### src/rtl/ctrl_encoder.sv
// Control-bundle encoder: recovers the {x1,x2} opcode from a datapath control
// bundle, queues legal opcodes in a small FIFO and profiles the instruction mix.
module ctrl_encoder #(
  parameter int DEPTH = 4,
  parameter int CNT_W = 16
) (
  input  logic             clk,
  input  logic             rst,
  input  logic             in_valid,
  output logic             in_ready,
  input  logic             reg_dst,
  input  logic             reg_write,
  input  logic             alu_src,
  input  logic             branch,
  input  logic             mem_read,
  input  logic             mem_write,
  input  logic             mem_to_reg,
  input  logic             alu_op,
  output logic             out_valid,
  input  logic             out_ready,
  output logic             x1,
  output logic             x2,
  output logic             err,
  input  logic             err_clr,
  output logic [CNT_W-1:0] cnt_r,
  output logic [CNT_W-1:0] cnt_ld,
  output logic [CNT_W-1:0] cnt_st,
  output logic [CNT_W-1:0] cnt_br,
  output logic [CNT_W-1:0] cnt_bad
);

  localparam int AW = (DEPTH > 1) ? $clog2(DEPTH) : 1;
  localparam int CW = AW + 1;
  localparam int NCNT = 5;

  logic [1:0]       mem_q [DEPTH];
  logic [AW-1:0]    wr_ptr_q, wr_ptr_d;
  logic [AW-1:0]    rd_ptr_q, rd_ptr_d;
  logic [CW-1:0]    count_q, count_d;
  logic [1:0]       last_q, last_d;
  logic             err_q, err_d;
  logic [CNT_W-1:0] cnt_q [NCNT];
  logic [NCNT-1:0]  cnt_inc;

  logic is_r, is_ld, is_st, is_br, legal;
  logic full, empty, accept, push, pop;
  logic [1:0] op;

  // Exact-match decode; store/branch ignore reg_dst and mem_to_reg.
  always_comb begin
    is_r  = reg_dst & reg_write & ~alu_src & ~branch & ~mem_read & ~mem_write
            & ~mem_to_reg & alu_op;
    is_ld = ~reg_dst & reg_write & alu_src & ~branch & mem_read & ~mem_write
            & mem_to_reg & ~alu_op;
    is_st = ~reg_write & alu_src & ~branch & ~mem_read & mem_write & ~alu_op;
    is_br = ~reg_write & ~alu_src & branch & ~mem_read & ~mem_write & ~alu_op;
    legal = is_r | is_ld | is_st | is_br;
    op    = {is_st | is_br, is_ld | is_br};
  end

  assign full     = (count_q == CW'(DEPTH));
  assign empty    = (count_q == '0);
  assign in_ready = ~full;
  assign accept   = in_valid & in_ready;
  assign push     = accept & legal;
  assign pop      = ~empty & out_ready;

  assign cnt_inc = {accept & ~legal, accept & is_br, accept & is_st,
                    accept & is_ld, accept & is_r};

  always_comb begin
    wr_ptr_d = wr_ptr_q;
    rd_ptr_d = rd_ptr_q;
    count_d  = count_q;
    last_d   = last_q;
    err_d    = err_q;
    if (push) wr_ptr_d = wr_ptr_q + 1'b1;
    if (pop) begin
      rd_ptr_d = rd_ptr_q + 1'b1;
      last_d   = mem_q[rd_ptr_q];
    end
    unique case ({push, pop})
      2'b10:   count_d = count_q + 1'b1;
      2'b01:   count_d = count_q - 1'b1;
      default: count_d = count_q;
    endcase
    // Set has priority over clear when both land on the same edge.
    if (err_clr) err_d = 1'b0;
    if (accept && !legal) err_d = 1'b1;
  end

  always_ff @(posedge clk) begin
    if (rst) begin
      wr_ptr_q <= '0;
      rd_ptr_q <= '0;
      count_q  <= '0;
      last_q   <= 2'b00;
      err_q    <= 1'b0;
    end else begin
      wr_ptr_q <= wr_ptr_d;
      rd_ptr_q <= rd_ptr_d;
      count_q  <= count_d;
      last_q   <= last_d;
      err_q    <= err_d;
    end
  end

  // Storage needs no reset: occupancy gates every read.
  always_ff @(posedge clk) begin
    if (push) mem_q[wr_ptr_q] <= op;
  end

  generate
    for (genvar gi = 0; gi < NCNT; gi++) begin : g_cnt
      always_ff @(posedge clk) begin
        if (rst) begin
          cnt_q[gi] <= '0;
        end else if (cnt_inc[gi] && (cnt_q[gi] != {CNT_W{1'b1}})) begin
          cnt_q[gi] <= cnt_q[gi] + 1'b1;
        end
      end
    end
  endgenerate

  assign out_valid = ~empty;
  assign {x1, x2}  = empty ? last_q : mem_q[rd_ptr_q];
  assign err       = err_q;
  assign cnt_r     = cnt_q[0];
  assign cnt_ld    = cnt_q[1];
  assign cnt_st    = cnt_q[2];
  assign cnt_br    = cnt_q[3];
  assign cnt_bad   = cnt_q[4];

endmodule

### config.mk
export PLATFORM = sky130hd
export DESIGN_NAME = ctrl_encoder
export DESIGN_NICKNAME = d
export VERILOG_FILES = /design/src/rtl/ctrl_encoder.sv
export SDC_FILE = /design/constraint.sdc
export NUM_CORES = 1
export LEC_CHECK = 0
export CORE_AREA = 3 3 140 142
export DETAILED_ROUTE_END_ITERATION = 10
export DIE_AREA = 0 0 143 145
export PLACE_DENSITY = 0.46
export SKIP_LAST_GASP = 1
export SLEW_MARGIN = 15
export SYNTH_ARGS = -nofsm -noshare
export SYNTH_HDL_FRONTEND = slang
export SYNTH_SLANG_ARGS = --single-unit
### constraint.sdc
create_clock -name clk -period 2.62 [get_ports clk]
set_input_delay 0.524 -clock clk [delete_from_list [all_inputs] [get_ports clk]]
set_output_delay 0.524 -clock clk [all_outputs]
set_load 0.01 [all_outputs]
==> summary.txt <==
Route
  • WL/cell: between 10 and 15 um
  • Iter 0 DRT Violations: approximately 200
  • Antenna Nets Post-Route: 0
  • Vias per cell: roughly 4.5
  • Drt drc: 0
  • Drt pass-1 iters: 5
  • DR vias: 3772
  • Routed wire length: between 10000 and 15000 um

Synthesis
  • Register area share after synthesis: 0.557
  • Yosys top cell by area: edfxtp_1
  • Syn nets: 498
  • Post-Synth Simple-Gate Area: 0.233
  • Synth Area in Compound Gates: 0.00943
  • Syn Area/Cell: ~11 um2
  • FF+latch count, synth: 100
  • Main combinational cell family by area after synthesis: simple AND/OR/NAND/NOR gates
  • Post-synthesis adder-cell area fraction: 0.0281
  • Post-synthesis mux area share: 0.0189
  • Post-Synth XOR/XNOR Area: 0.127
  • Yosys warns: 0
  • Post-synth top area share: 0.511
  • Yosys cell types: between 40 and 50
  • Number of synthesized flops with an enable pin: 88
  • Synth async-reset ratio: 0
  • Synth Cell Area: roughly 5200 um2
  • Top FF cell, synth: edfxtp_1
  • Synth area leaders: edfxtp_1 51%, nor2_1 7.9%, xor2_1 6.9%
  • Syn Inst Count: around 470

Clocking
  • Post-CTS Setup Bufs: 0
  • Hold buffer count at cts: 0
  • CTS tree: built
  • Clock buffer count from CTS: 9
  • H-Tree Depth: 3
  • Clock latency on the worst-skew pair: 0.35 ns
  • Clock sinks: 100
  • Reg clk slew, reported paths: ~0.070 ns
  • Root buffer cell: clkbuf_16
  • Post-CTS sizing: 0
  • Max clock buf depth: 2

Timing
  • Setup TNS: 0 ns
  • Fin. Hold Viols: 0
  • Slew margin rel.: 0.670
  • # setup viols final: 0
  • Tmin final: between 2 and 3 ns
  • Fmax: around 400 MHz
  • Fin. max-slew vios: 0
  • Hold slack: approximately 0.47 ns
  • Slew @ Worst Pin: between 0.4 and 0.5 ns
  • Final Cycle Share: 0.963
  • Skew final: 0.00933 ns

Placed design
  • RD Place Congestion: around 0.76
  • DP Area: ~6600 um2
  • IO Port Bufs: 97
  • Dpl cells: ~800
  • HPWL Detailed: 8600 um

Pwr
  • Peak VDD IR: 0.375 mV
  • Leakage power: 0.00234 uW
  • PD cells: between 500 and 600 nW/um2
  • Total Power: about 3600 uW

Finish
  • Fin area: roughly 6900 um2
  • Layout cells sized above 1: 0.0936
  • Post-Layout Cell Count: 832
  • Area growth, synth to finish: 33.5%
  • Fill count: between 1500 and 2000
  • Antenna diodes: 0
  • Final #Nets: between 600 and 700

Die
  • Placement row count: 50
  • Die Y-Extent: between 100 and 150 um
  • Core Area: between 15000 and 20000 um2
  • Die area: approximately 21000 um2
  • Initial core utilization: 0.278
  • Total I/O pin count: between 90 and 100
  • DIE WIDTH: 143 um

Run status
  • Status: finished clean

Setup path
  • Maximum fanout along the worst path: 2
  • Setup crit start kind: register
  • WP data arrival: ~2.0 ns
  • WS Path Type: reg -> out
  • CP Capture Type: output port
  • Critical Path RT: about 2.1 ns

Min path
  • Worst Hold Class: reg -> reg

Global routing
  • Vias in the first global route: 3668
  • Initial antenna violation count: 0
  • Largest net degree at the start of global routing: 18
  • Gr ovfl total: 0
  • Total track usage: 0.118
  • Global-route wire length before repair: 19700 um

Run
  • Max-Cap Viols: 0
## through the flow
| stage | setup WS [ns] | utilization |
|---|---|---|
| final | 0.0976 | 0.372 |
| after CTS | 0.0542 | 0.371 |
| after detailed placement | -0.312 | 0.354 |
| after global placement | -0.230 | 0.354 |
| after global routing | -0.00947 | 0.372 |
| after floorplan | 0.172 | - |
## metal layers
| layer | wire length (um) | vias to the layer above | global-route usage | part of all wire |
|---|---|---|---|---|
| li1 | - | 1883 | - | - |
| met1 | 5820 | 1809 | 0.161 | 0.48 |
| met2 | 5680 | 66 | 0.186 | 0.47 |
| met3 | 414 | 14 | 0.0290 | 0.034 |
| met4 | 181 | 0 | 0.0356 | 0.015 |
| met5 | 0 | - | 0 | 0 |
## synthesized netlist by cell type (5+ instances only)
master      n
and2_1      6
and3_1      8
and4_1      8
clkbuf_1    5
dfxtp_1    12
edfxtp_1   88
ha_1       10
inv_1      16
nand2_1    31
nand2b_1    5
nand3_1    27
nand4_1    16
nor2_1    109
nor3_1     11
or3_1       5
xnor2_1    34
xor2_1     41
## critical path: stages (launching register included)
cell and delay (ns):
dfxtp_1 0.37, mux4_2 0.53, mux2_2 0.28, clkdlybuf4s50_1 0.48
## placed cells by master, fill, tap and decap left out, drive strengths merged, types with 4 or more instances in the layout
master	n
ha	10
dfxtp	12
edfxtp	88
and3	9
nand4	16
clkbuf	9
nor3	12
clkdlybuf4s50	95
buf	23
inv	18
nand3	27
or3	6
nor2	109
xor2	41
and4	8
nand2b	7
xnor2	34
and2	6
o21ai	4
nand2	32
## registers in the layout, summed over array words and instances (netlist names), named ones only
signal,flops
count_q,3
last_q,2
rd_ptr_q,2
wr_ptr_q,2
cnt_q,80
err,1
mem_q,8
## report_power, final
group | internal [uW] | switching, uW | leakage [uW] | total (uW)
registers | 1790 | 73.5 | 0.00100 | 1860
clock network | 747 | 627 | 0.000138 | 1370
logic | 178 | 141 | 0.00120 | 318
## cell families after synthesis
| kind of cell | count (synthesis) |
|---|---|
| AND/OR/NAND/NOR | 244 |
| flip-flops | 100 |
| XOR/XNOR | 75 |
| buffers and inverters | 28 |
| adder cells (fa/ha/maj) | 11 |
| AO/OA/AOI/OAI | 9 |
| multiplexers | 7 |
## final cells by class
cell class | count | area [um2] | share of cell area
Clock buffer | 9 | 225 | 0.0326
Tap cell | 234 | 293 | 0.0424
Inverter | 16 | 60.1 | 0.00869
Clock inverter | 7 | 75.1 | 0.0109
Multi-Input combinational cell | 346 | 2170 | 0.315
Timing Repair Buffer | 120 | 1200 | 0.174
Sequential cell | 100 | 2880 | 0.417
## final timing paths
path / start / to / slack (ns) / cells past startpoint
worst max-delay path: register / x2 / 0.1 / 3
worst min-delay path: err / err / 0.47 / 2
worst max register to register: count_q[2] / count_q[2] / 0.23 / 10
worst min register to register: err / err / 0.47 / 2
(Power assumes the default switching activity.)
